File: src/rtl/rng_sched_pkg.sv
// Shared types and sizing helpers for the rng_test_sched slice.
// Optional feature macro used by the top: RNG_SCHED_TIMEOUT_EN.
package rng_sched_pkg;

  typedef enum logic [1:0] {
    S_IDLE   = 2'd0,
    S_STREAM = 2'd1,
    S_WAIT   = 2'd2,
    S_REPORT = 2'd3
  } sched_state_t;

  localparam int unsigned DEF_SEQ_LEN = 1024;
  localparam int unsigned DEF_TIMEOUT = 4096;

  // Width of a counter that must hold every value 0..max_val.
  function automatic int unsigned cnt_width(input int unsigned max_val);
    return (max_val < 2) ? 1 : $clog2(max_val + 1);
  endfunction

endpackage

File: src/rtl/rng_test_sched_if.sv
// Pin-side bit stream, core broadcast/result and verdict signals of the
// rng_test_sched sequencer. master = environment/cores, slave = scheduler.
interface rng_test_sched_if #(
  parameter int unsigned NUM_TESTS = 2
);
  logic                 start;
  logic                 bit_in;
  logic                 bit_vld;
  logic                 bit_rdy;
  logic                 eps_out;
  logic [NUM_TESTS-1:0] eps_vld_out;
  logic [NUM_TESTS-1:0] test_valid;
  logic [NUM_TESTS-1:0] test_pass;
  logic                 busy;
  logic                 done;
  logic [NUM_TESTS-1:0] pass_mask;
  logic                 pass_all;
  logic                 timeout_err;

  modport master (
    output start, bit_in, bit_vld, test_valid, test_pass,
    input  bit_rdy, eps_out, eps_vld_out, busy, done,
           pass_mask, pass_all, timeout_err
  );

  modport slave (
    input  start, bit_in, bit_vld, test_valid, test_pass,
    output bit_rdy, eps_out, eps_vld_out, busy, done,
           pass_mask, pass_all, timeout_err
  );
endinterface

File: src/rtl/rng_result_collector.sv
// Captures the first valid/pass strobe from each test core and flags when
// every core has reported. Later strobes from an already-reported core are
// ignored.
module rng_result_collector #(
  parameter int unsigned NUM_TESTS = 2
) (
  input  logic                 clk,
  input  logic                 rst_n,
  input  logic                 clear,
  input  logic                 capture_en,
  input  logic [NUM_TESTS-1:0] test_valid,
  input  logic [NUM_TESTS-1:0] test_pass,
  output logic [NUM_TESTS-1:0] pass_mask,
  output logic                 all_got
);

  logic [NUM_TESTS-1:0] got_mask;
  logic [NUM_TESTS-1:0] new_cap;

  // Cores reporting for the first time this cycle.
  always_comb begin
    new_cap = '0;
    if (capture_en) new_cap = test_valid & ~got_mask;
  end

  // First capture per core wins; clear on an accepted start.
  always_ff @(posedge clk or negedge rst_n) begin
    if (!rst_n) begin
      got_mask  <= '0;
      pass_mask <= '0;
    end else if (clear) begin
      got_mask  <= '0;
      pass_mask <= '0;
    end else begin
      got_mask  <= got_mask | new_cap;
      pass_mask <= (pass_mask & ~new_cap) | (test_pass & new_cap);
    end
  end

  // All-received detect on the registered mask.
  always_comb all_got = &got_mask;

endmodule

File: src/rtl/rng_test_sched.sv
// Sequencer that frames SEQ_LEN epsilon bits, broadcasts them to NUM_TESTS
// randomness-test cores and merges their one-shot results into one verdict.
// Optional macro RNG_SCHED_TIMEOUT_EN adds a WAIT-state result timeout.
module rng_test_sched
  import rng_sched_pkg::*;
#(
  parameter int unsigned NUM_TESTS = 2,
  parameter int unsigned SEQ_LEN   = DEF_SEQ_LEN,
  parameter int unsigned TIMEOUT   = DEF_TIMEOUT
) (
  input logic             clk,
  input logic             rst_n,
  rng_test_sched_if.slave bus
);

  if (SEQ_LEN < 1 || TIMEOUT < 2) begin : g_param_check
    $error("rng_test_sched: SEQ_LEN must be >= 1 and TIMEOUT >= 2");
  end

  localparam int unsigned  BCW      = cnt_width(SEQ_LEN);
  localparam logic [BCW-1:0] LAST_BIT = BCW'(SEQ_LEN - 1);

  sched_state_t   state, next_state;
  logic [BCW-1:0] bit_cnt;
  logic           hs;
  logic           start_acc;
  logic           capture_en;
  logic           all_got;
  logic           timeout_hit;

  // Handshake, start acceptance and status decode from the state register.
  always_comb begin
    bus.bit_rdy = (state == S_STREAM);
    bus.busy    = (state != S_IDLE);
    bus.done    = (state == S_REPORT);
    hs          = bus.bit_vld & (state == S_STREAM);
    start_acc   = bus.start & (state == S_IDLE);
    capture_en  = (state == S_STREAM) | ((state == S_WAIT) & ~timeout_hit);
  end

  rng_result_collector #(
    .NUM_TESTS(NUM_TESTS)
  ) u_collector (
    .clk        (clk),
    .rst_n      (rst_n),
    .clear      (start_acc),
    .capture_en (capture_en),
    .test_valid (bus.test_valid),
    .test_pass  (bus.test_pass),
    .pass_mask  (bus.pass_mask),
    .all_got    (all_got)
  );

`ifdef RNG_SCHED_TIMEOUT_EN
  localparam int unsigned    TCW      = cnt_width(TIMEOUT - 1);
  localparam logic [TCW-1:0] WAIT_MAX = TCW'(TIMEOUT - 1);

  logic [TCW-1:0] wait_cnt;
  logic           timeout_q;

  // WAIT-cycle counter, held at zero outside WAIT so it restarts on entry.
  always_ff @(posedge clk or negedge rst_n) begin
    if (!rst_n) begin
      wait_cnt <= '0;
    end else if (state != S_WAIT) begin
      wait_cnt <= '0;
    end else if (wait_cnt != WAIT_MAX) begin
      wait_cnt <= wait_cnt + 1'b1;
    end
  end

  // Timeout fires on the last allowed WAIT cycle with results still missing.
  always_comb timeout_hit = (state == S_WAIT) && (wait_cnt == WAIT_MAX) && !all_got;

  // Sticky timeout flag, cleared by an accepted start.
  always_ff @(posedge clk or negedge rst_n) begin
    if (!rst_n) begin
      timeout_q <= 1'b0;
    end else if (start_acc) begin
      timeout_q <= 1'b0;
    end else if (timeout_hit) begin
      timeout_q <= 1'b1;
    end
  end

  // Timeout flag to the output pins.
  always_comb bus.timeout_err = timeout_q;
`else
  // Without the timeout feature WAIT waits indefinitely.
  always_comb begin
    timeout_hit     = 1'b0;
    bus.timeout_err = 1'b0;
  end
`endif

  // FSM state register.
  always_ff @(posedge clk or negedge rst_n) begin
    if (!rst_n) state <= S_IDLE;
    else        state <= next_state;
  end

  // FSM next-state logic.
  always_comb begin
    next_state = state;
    unique case (state)
      S_IDLE:   if (bus.start) next_state = S_STREAM;
      S_STREAM: if (hs && bit_cnt == LAST_BIT) next_state = S_WAIT;
      S_WAIT:   if (all_got || timeout_hit) next_state = S_REPORT;
      S_REPORT: next_state = S_IDLE;
      default:  next_state = S_IDLE;
    endcase
  end

  // Bit counter; leaves STREAM on reaching SEQ_LEN so it never wraps.
  always_ff @(posedge clk or negedge rst_n) begin
    if (!rst_n) begin
      bit_cnt <= '0;
    end else if (start_acc) begin
      bit_cnt <= '0;
    end else if (hs) begin
      bit_cnt <= bit_cnt + 1'b1;
    end
  end

  // Registered broadcast of each accepted bit with a one-cycle strobe.
  always_ff @(posedge clk or negedge rst_n) begin
    if (!rst_n) begin
      bus.eps_out     <= 1'b0;
      bus.eps_vld_out <= '0;
    end else begin
      bus.eps_vld_out <= {NUM_TESTS{hs}};
      if (hs) bus.eps_out <= bus.bit_in;
    end
  end

  // Verdict latched on entry to REPORT so it is valid alongside done.
  always_ff @(posedge clk or negedge rst_n) begin
    if (!rst_n) begin
      bus.pass_all <= 1'b0;
    end else if (start_acc) begin
      bus.pass_all <= 1'b0;
    end else if (state == S_WAIT && next_state == S_REPORT) begin
      bus.pass_all <= (&bus.pass_mask) & ~timeout_hit;
    end
  end

endmodule

File: src/flat_wrapper.sv
// flat-port wrapper written by rule: the top's interface ports become plain ports
module rng_test_sched_flat import rng_sched_pkg::*;
#(
  parameter int unsigned NUM_TESTS = 2,
  parameter int unsigned SEQ_LEN   = DEF_SEQ_LEN,
  parameter int unsigned TIMEOUT   = DEF_TIMEOUT
)
  (clk, rst_n, bus_start, bus_bit_in, bus_bit_vld, bus_test_valid, bus_test_pass, bus_bit_rdy, bus_eps_out, bus_eps_vld_out, bus_busy, bus_done, bus_pass_mask, bus_pass_all, bus_timeout_err);
  rng_test_sched_if #(.NUM_TESTS(NUM_TESTS)) bus_i ();
  input logic clk;
  input logic rst_n;
  input wire logic [$bits(bus_i.start)-1:0] bus_start;
  input wire logic [$bits(bus_i.bit_in)-1:0] bus_bit_in;
  input wire logic [$bits(bus_i.bit_vld)-1:0] bus_bit_vld;
  input wire logic [$bits(bus_i.test_valid)-1:0] bus_test_valid;
  input wire logic [$bits(bus_i.test_pass)-1:0] bus_test_pass;
  output wire logic [$bits(bus_i.bit_rdy)-1:0] bus_bit_rdy;
  output wire logic [$bits(bus_i.eps_out)-1:0] bus_eps_out;
  output wire logic [$bits(bus_i.eps_vld_out)-1:0] bus_eps_vld_out;
  output wire logic [$bits(bus_i.busy)-1:0] bus_busy;
  output wire logic [$bits(bus_i.done)-1:0] bus_done;
  output wire logic [$bits(bus_i.pass_mask)-1:0] bus_pass_mask;
  output wire logic [$bits(bus_i.pass_all)-1:0] bus_pass_all;
  output wire logic [$bits(bus_i.timeout_err)-1:0] bus_timeout_err;
  assign bus_i.start = bus_start;
  assign bus_i.bit_in = bus_bit_in;
  assign bus_i.bit_vld = bus_bit_vld;
  assign bus_i.test_valid = bus_test_valid;
  assign bus_i.test_pass = bus_test_pass;
  assign bus_bit_rdy = bus_i.bit_rdy;
  assign bus_eps_out = bus_i.eps_out;
  assign bus_eps_vld_out = bus_i.eps_vld_out;
  assign bus_busy = bus_i.busy;
  assign bus_done = bus_i.done;
  assign bus_pass_mask = bus_i.pass_mask;
  assign bus_pass_all = bus_i.pass_all;
  assign bus_timeout_err = bus_i.timeout_err;
  rng_test_sched #(.NUM_TESTS(NUM_TESTS), .SEQ_LEN(SEQ_LEN), .TIMEOUT(TIMEOUT)) u_core (.clk(clk), .rst_n(rst_n), .bus(bus_i));
endmodule
File: config.mk
export PLATFORM = sky130hd
export DESIGN_NAME = rng_test_sched_flat
export DESIGN_NICKNAME = d
export VERILOG_FILES = /design/src/rtl/rng_sched_pkg.sv /design/src/rtl/rng_test_sched_if.sv /design/src/rtl/rng_result_collector.sv /design/src/rtl/rng_test_sched.sv /design/src/flat_wrapper.sv
export SDC_FILE = /design/constraint.sdc
export NUM_CORES = 1
export LEC_CHECK = 0
export CORE_AREA = 4 4 55 57
export DETAILED_ROUTE_END_ITERATION = 8
export DIE_AREA = 0 0 59 61
export HOLD_SLACK_MARGIN = 0.03
export PLACE_DENSITY_LB_ADDON = 0.15
export SETUP_SLACK_MARGIN = 0.2
export SYNTH_ARGS = -nofsm -noshare
export SYNTH_HDL_FRONTEND = slang
export SYNTH_SLANG_ARGS = --single-unit
File: constraint.sdc
create_clock -name clk -period 3.1 [get_ports clk]
set_input_delay 0.93 -clock clk [delete_from_list [all_inputs] [get_ports clk]]
set_output_delay 0.93 -clock clk [all_outputs]
set_load 0.01 [all_outputs]
==> results of run 1 <==
==> sequential cells by signal, indices dropped and copies added (netlist names) <==
signal / cells
u_core.bit_cnt: 11
u_core.bus.eps_out: 1
u_core.bus.eps_vld_out: 1
u_core.bus.pass_all: 1
u_core.state: 2
u_core.u_collector.got_mask: 2
u_core.u_collector.pass_mask: 2
==> power by group through the flow <==
stage,logic (mW),registers (mW),clock network (mW)
after floorplan,0.106,0.347,0
after global placement,0.149,0.354,0
after detailed placement,0.157,0.356,0
after CTS,0.158,0.351,0.158
after global routing,0.180,0.361,0.167
final,0.156,0.352,0.149
==> cells in the final DEF, fill, tap and decap left out, types with 3 or more instances in the layout <==
master	count
dfrtp_1	20
clkdlybuf4s50_1	17
nand2_1	10
a21oi_1	10
inv_1	8
nor2_1	6
ha_1	6
nand3_1	5
mux2i_1	5
nand2b_1	4
nand3b_1	3
o41ai_1	3
clkbuf_4	3
==> how the worst max path moves through the flow <==
| stage | startpoint | end | slack [ns] | cells past startpoint |
|---|---|---|---|---|
| finish | u_core.state[1]$_DFF_PN0_ | bus_bit_rdy | 0.33 | 3 |
| CTS | u_core.state[1]$_DFF_PN0_ | bus_bit_rdy | 0.31 | 3 |
| detailed placement | u_core.state[1]$_DFF_PN0_ | bus_bit_rdy | 0.67 | 3 |
| global placement | u_core.state[1]$_DFF_PN0_ | bus_bit_rdy | 0.70 | 3 |
| floorplan | u_core.state[1]$_DFF_PN0_ | bus_bit_rdy | 1.34 | 2 |
| global route | u_core.state[1]$_DFF_PN0_ | bus_bit_rdy | 0.23 | 3 |
==> cells by family after synthesis <==
logic type	count (synthesis)
AOI/OAI and AO/OA	23
and+or+nand+nor	42
muxes	6
adders and majority gates	6
xor gates and xnor gates	2
buffers and inverters	11
other	1
DFF	20
==> per-stage QoR <==
| stage | power, mW | util [%] | cell area [sq um] | hold slack [ns] |
|---|---|---|---|---|
| after floorplan | 0.453 | - | 1100 | 0.497 |
| after global placement | 0.502 | 52.4 | 1300 | 0.487 |
| after detailed placement | 0.513 | 52.4 | 1300 | 0.499 |
| after CTS | 0.666 | 53.8 | 1330 | 0.525 |
| after global routing | 0.707 | 53.8 | 1330 | 0.562 |
| final | 0.656 | 53.8 | 1330 | 0.518 |
==> layout make-up <==
cell class / instances / area (sq um) / share of cell area (%)
multi-input combinational: 80 / 552 / 41.4
sequential: 20 / 500 / 37.5
timing repair buffer: 18 / 178 / 13.3
tap: 30 / 37.5 / 2.81
clock buffer: 4 / 36.3 / 2.72
inverter: 8 / 30.0 / 2.25
==> worst register-to-register path: cells and delay by family (launching register included) <==
family	cells	cell delay [ns]
DFF	1	0.46
adders and majority gates	1	0.35
AOI/OAI and AO/OA	2	0.50
buffers and inverters	1	0.13
and+or+nand+nor	1	0.27
==> routing by layer <==
| metal | global-route usage (%) | share of wire (%) | vias up |
|---|---|---|---|
| met5 | 0 | 0 | - |
| met4 | 3.88 | 0.86 | 0 |
| met3 | 4.04 | 4.1 | 2 |
| met2 | 22.7 | 49 | 17 |
| met1 | 17.3 | 46 | 419 |
| li1 | - | - | 437 |
==> results by group, run 1 <==
Critical path
  – Crit-path max cell delay: 0.61 ns
  – Worst r2r src: u_core.state[1]$_DFF_PN0_
  – Reg2reg end: u_core.state[0]$_DFF_PN0_
  – CP startpoint kind: register
  – Max Fanout on Critical Path: 8
  – Crit path buf inv count: 2
  – FF-to-FF path depth: 5
  – Crit path max-delay family: buffers and inverters
  – Slowest cell on crit path: clkdlybuf4s50_1
  – Critical Path RT: between 2 and 2.5 ns
  – CP arrival: 1.84 ns
  – Critical path cell sequence: inv_1 > ha_1 > clkdlybuf4s50_1
  – Reg-to-reg slack, setup: 1.27 ns
  – WS Path Type: register to primary output
  – Worst setup EP type: primary output

Finish
  – Layout cell share with drive strength beyond 1: 6.92%
  – Fin cells: 160
  – Fill cells: ~250
  – Ant diodes: 0
  – Nets: 146
  – Area Overhead vs Synth: 21.1%

Floorplan
  – Chip Width: roughly 59 um
  – Die area: 3600 sq um
  – Total I/O pin count: 19
  – Core area: 2480 sq um
  – Initial Utilization: roughly 44%
  – Rows: 18
  – Die Ht: slightly above 60 um

STA
  – Clock skew: between 0.002 and 0.0025 ns
  – Tcrit/Tclk final: 89.2%
  – Final Max Slew Viols: 0
  – Fin worst setup slack: 0.334 ns
  – RSZ-0062 raised after global routing: no
  – Final number of setup-violating endpoints: 0
  – Final TNS setup: 0 ns
  – Final Hold Viols: 0
  – Max Clk Rate: 0.361 GHz
  – Min Tclk post-route: roughly 2.8 ns

Clock network
  – CTS Buf Count: 3
  – Htree depth: 1
  – Clock transition at path regs: around 0.11 ns
  – Hold_buf cts: 0
  – Root Buffer: clkbuf_4
  – CTS tree: yes
  – Worst skew pair latency: 0.29 ns
  – CTS resizes: 0
  – Post-CTS setup buffers: 0
  – Num Clock Sinks: 20
  – CTS max path bufs: 2

Synth
  – Synth area leader: dfrtp_1
  – Dominant cell by count in the synthesized netlist: dfrtp_1
  – Number of flops mapped to enable cells by yosys: 0
  – Mapped Cells: 111
  – Xor/xnor share of the synthesized area: about 1.6%
  – Syn nets: between 100 and 150
  – Yosys Warn Count: 0
  – Post-synthesis adder-cell area fraction: about 7%
  – Compound-Gate Fraction of Synth Area: ~14%
  – Unique masters post-synth: 33
  – Ys async rst share: 100%
  – Synth top area cells: dfrtp_1, ha_1, a21oi_1, mux2i_1, nand2_1
  – Largest family of logic cells by synthesized area: simple AND/OR/NAND/NOR gates
  – Syn Area/Cell: 9.92 sq um
  – Sequential area share after synthesis: 45.5%
  – Commonest cells in the netlist: dfrtp_1, a21oi_1, nand2_1
  – #FFs+latches synth: 20
  – Area share of the leading cell type in the synthesized netlist: 45.5%
  – Primary FF master, synth: dfrtp_1
  – Netlist Area Pre-Place: 1100 sq um
  – Post-synthesis mux area share: roughly 5.6%
  – Synth Area in Simple Gates: 22.2%

Place
  – Placed Cells incl. Taps: 156
  – Pre-CTS WS: 0.671 ns
  – GP Congestion: 0.712
  – Detailed Place HPWL: 1630 um
  – Port Buffers: 17

Power and ir drop
  – Share of power burned in registers: between 50 and 60%
  – Clock power frac: 22.7%
  – VDD IR-drop max: 0.000350 V
  – Pint: 0.443 mW
  – Logic pwr share: 23.7%
  – Psw: 0.213 mW
  – PD cells: 492 nW/um^2
  – Leakage: 0.569 nW
  – Sw frac: 32.5%

Min path
  – Worst Hold Endpoint: u_core.bus.eps_out$_DFFE_PN0P_
  – Hold Path Depth: 1
  – Hold_sp: u_core.bus.eps_out$_DFFE_PN0P_
  – Hold WC Path Type: register to register

Global route
  – Gr ovfl total: 0
  – Wire length of the first global-routing pass: 3650 um
  – Largest net degree at the start of global routing: 21
  – Vias in the first global route: 810
  – Initial antenna violation count: 0
  – GR Util All Layers: 13.7%

Detailed routing
  – Via count: 875
  – DRT Wirelength: ~2200 um
  – First-pass DRT Iterations: 4
  – Initial DRC count: 24
  – DRC Markers: 0
  – Vias/cell: 5.47
  – DRT antenna net count: 0
  – Drt wl/cell: 13.7 um

Job
  – Max-cap violations: 0

Status
  – Status: finished clean
No activity file was read; power rests on OpenSTA's default activity.
==> inputs of run 2 (changes only) <==
CAP_MARGIN = 40   (was unset)
==> results of run 2 <==
Final layout, timing and power as in run 1 (identical DEF).
==> inputs of run 3 (changes only) <==
ABC_AREA = 1   (was unset)
CORE_AREA = 4 4 54 56   (was 4 4 55 57)
DIE_AREA = 0 0 58 60   (was 0 0 59 61)
==> results by group, run 3 <==
Detailed routing
  – Initial DRC count: 12 (was 24)
  – Drt wl/cell: 11.1 um (was 13.7 um)
  – First-pass DRT Iterations: 4 (unchanged)
  – DRT Wirelength: 2000 um (was 2200 um)
  – DRC Markers: 0 (unchanged)
  – Vias/cell: 4.87 (was 5.47)
  – DRT antenna net count: 0 (unchanged)
  – Via count: 876 (was 875)

Finish
  – Most common cell after layout, fill and taps aside: nand2_1 (was dfrtp_1)
  – Fill cells: 241 (was 251)
  – Largest reg by FF count: u_core.bit_cnt (unchanged)
  – Ant diodes: 0 (unchanged)
  – Area Overhead vs Synth: 20.7% (was 21.1%)
  – Nets: 167 (was 146)
  – Largest register FFs: 11 (unchanged)
  – Commonest cells after routing, fill and taps aside: nand2_1, inv_1, dfrtp_1 (was dfrtp_1, clkdlybuf4s50_1, nand2_1, a21oi_1, inv_1)
  – Layout cell share with drive strength beyond 1: 8.00% (was 6.92%)

Synth
  – Area share of the leading cell type in the synthesized netlist: 47.5% (was 45.5%)
  – Syn nets: 147 (was 126)
  – Synth Area in Simple Gates: 24.9% (was 22.2%)
  – Post-synthesis mux area share: 0% (was 5.57%)
  – Primary FF master, synth: dfrtp_1 (unchanged)
  – Synth area leader: dfrtp_1 (unchanged)
  – Unique masters post-synth: 21 (was 33)
  – Sequential area share after synthesis: 47.5% (was 45.5%)
  – Ys async rst share: 100% (unchanged)
  – Post-synthesis adder-cell area fraction: 7.13% (was 6.82%)
  – Synth top area cells: dfrtp_1, nand2_1, ha_1, inv_1, nor2_1 (was dfrtp_1, ha_1, a21oi_1, mux2i_1, nand2_1)
  – Dominant cell by count in the synthesized netlist: nand2_1 (was dfrtp_1)
  – Number of flops mapped to enable cells by yosys: 0 (unchanged)
  – Netlist Area Pre-Place: 1050 sq um (was 1100 sq um)
  – #FFs+latches synth: 20 (unchanged)
  – Mapped Cells: 132 (was 111)
  – Yosys Warn Count: 0 (unchanged)
  – Compound-Gate Fraction of Synth Area: 9.50% (was 13.6%)
  – Xor/xnor share of the synthesized area: 0.831% (was 1.59%)
  – Largest family of logic cells by synthesized area: simple AND/OR/NAND/NOR gates (unchanged)
  – Syn Area/Cell: 7.98 sq um (was 9.92 sq um)
  – Commonest cells in the netlist: nand2_1, dfrtp_1, inv_1 (was dfrtp_1, a21oi_1, nand2_1)

Status
  – Status: finished clean (unchanged)

Critical path
  – CP startpoint kind: register (unchanged)
  – Crit path max-delay family: buffers and inverters (unchanged)
  – Critical Path RT: 2.17 ns (about the same)
  – Worst setup EP type: primary output (unchanged)
  – Max Fanout on Critical Path: 4 (was 8)
  – WS Path Type: register to primary output (unchanged)
  – Crit path buf inv count: 2 (unchanged)
  – Slowest cell on crit path: clkdlybuf4s50_1 (unchanged)
  – Crit-path max cell delay: 0.57 ns (was 0.61 ns)
  – CP arrival: 1.70 ns (was 1.84 ns)
  – Critical path cell sequence: inv_1 > ha_1 > clkdlybuf4s50_1 (unchanged)

STA
  – Min Tclk post-route: 2.63 ns (was 2.77 ns)
  – Final TNS setup: 0 ns (unchanged)
  – Final Max Slew Viols: 0 (unchanged)
  – RSZ-0062 raised after global routing: no (unchanged)
  – Max Clk Rate: 0.380 GHz (was 0.361 GHz)
  – Final Hold Viols: 0 (unchanged)
  – Clock skew: 0.00272 ns (was 0.00219 ns)
  – Final number of setup-violating endpoints: 0 (unchanged)
  – Tcrit/Tclk final: 84.8% (was 89.2%)

Global route
  – Initial antenna violation count: 0 (unchanged)
  – GR Util All Layers: 12.8% (was 13.7%)
  – Vias in the first global route: 843 (was 810)
  – Gr ovfl total: 0 (unchanged)
  – Largest net degree at the start of global routing: 21 (unchanged)
  – Wire length of the first global-routing pass: 3370 um (was 3650 um)

Power and ir drop
  – Share of power burned in registers: 46.1% (was 53.6%)
  – Clock power frac: 13.9% (was 22.7%)
  – Psw: 0.311 mW (was 0.213 mW)
  – Total power: 0.836 mW (was 0.656 mW)
  – Logic pwr share: 40.0% (was 23.7%)
  – Sw frac: 37.2% (was 32.5%)
  – VDD IR-drop max: 0.000369 V (was 0.000350 V)
  – Pint: 0.525 mW (was 0.443 mW)
  – Leakage: 0.670 nW (was 0.569 nW)
  – PD cells: 658 nW/um^2 (was 492 nW/um^2)

Clock network
  – Num Clock Sinks: 20 (unchanged)
  – Clock transition at path regs: 0.10 ns (was 0.11 ns)
  – Htree depth: 1 (unchanged)
  – Worst skew pair latency: 0.29 ns (about the same)
  – CTS Buf Count: 3 (unchanged)
  – Hold_buf cts: 0 (unchanged)
  – CTS resizes: 0 (unchanged)
  – CTS tree: yes (unchanged)
  – Post-CTS setup buffers: 0 (unchanged)
  – Root Buffer: clkbuf_4 (unchanged)
  – CTS max path bufs: 2 (unchanged)

Floorplan
  – Chip Width: 58 um (was 59 um)
  – Die Ht: 60 um (was 61 um)
  – Core area: 2430 sq um (was 2480 sq um)
  – Initial Utilization: 43.3% (was 44.4%)
  – Die area: 3480 sq um (was 3600 sq um)
  – Rows: 18 (unchanged)
  – Total I/O pin count: 19 (unchanged)

Place
  – GP Congestion: 0.729 (was 0.712)
  – Port Buffers: 17 (unchanged)
  – Detailed Place HPWL: 1600 um (was 1630 um)

Min path
  – Hold WC Path Type: register to register (unchanged)

Job
  – Max-cap violations: 0 (unchanged)
-- run 3: kinds of logic after synthesis --
kind of cell	count (synthesis)
adders and majority gates	6
DFF	20
AOI/OAI and AO/OA	18
buffers and inverters	25
other	1
and+or+nand+nor	61
xor gates and xnor gates	1
-- run 3: through the flow --
step	std cells	setup WS, ns	utilization (%)	area [sq um]	hold WS [ns]
final	180	0.470	52.3	1270	0.498
after global routing	180	0.433	52.3	1270	0.519
after CTS	180	0.473	52.3	1270	0.502
after detailed placement	177	0.713	51.3	1250	0.482
after global placement	177	0.713	51.3	1250	0.485
after floorplan	132	1.32	-	1050	0.455
-- run 3: metal layers --
layer	vias up	part of all wire, %	global-route usage (%)
met1	408	45	15.4
li1	449	-	-
met4	0	0.60	4.97
met3	2	4.9	2.38
met5	-	0	0
met2	17	50	22.7
-- run 3: power by group through the flow --
stage	logic (mW)	clock network (mW)	registers, mW
floorplan	0.201	0	0.388
global route	0.380	0.131	0.396
finish	0.334	0.116	0.386
global placement	0.333	0	0.391
CTS	0.341	0.121	0.389
detailed placement	0.337	0	0.392
-- run 3: area by class of cell --
class                      instances  area (sq um)  share of cell area, %
timing repair buffer              18           178                   14.0
clock buffer                       3          22.5                   1.77
tap                               30          37.5                   2.95
inverter                          22          82.6                   6.50
sequential                        20           500                   39.4
multi-input combinational         87           450                   35.4
-- run 3: final timing paths --
check	slack, ns	end	from	cells after the start
worst max-delay path	0.47	bus_bit_rdy	u_core.state[1]$_DFF_PN0_	3
worst min-delay path	0.50	u_core.bit_cnt[6]$_DFFE_PN0P_	u_core.bit_cnt[6]$_DFFE_PN0P_	1
worst max register to register	1.27	u_core.bus.pass_all$_DFFE_PN0P_	u_core.state[1]$_DFF_PN0_	13
worst min register to register	0.50	u_core.bit_cnt[6]$_DFFE_PN0P_	u_core.bit_cnt[6]$_DFFE_PN0P_	1
max in group asynchronous	1.93	u_core.bit_cnt[9]$_DFFE_PN0P_	rst_n	2
min in group asynchronous	0.97	u_core.bit_cnt[2]$_DFFE_PN0P_	rst_n	2
-- run 3: worst register-to-register path, delay by kind of cell (launching register included) --
family	cells	cell delay, ns
simple gates	11	0.88
flops	1	0.43
fa+ha+maj	1	0.27
buf+inv	1	0.14
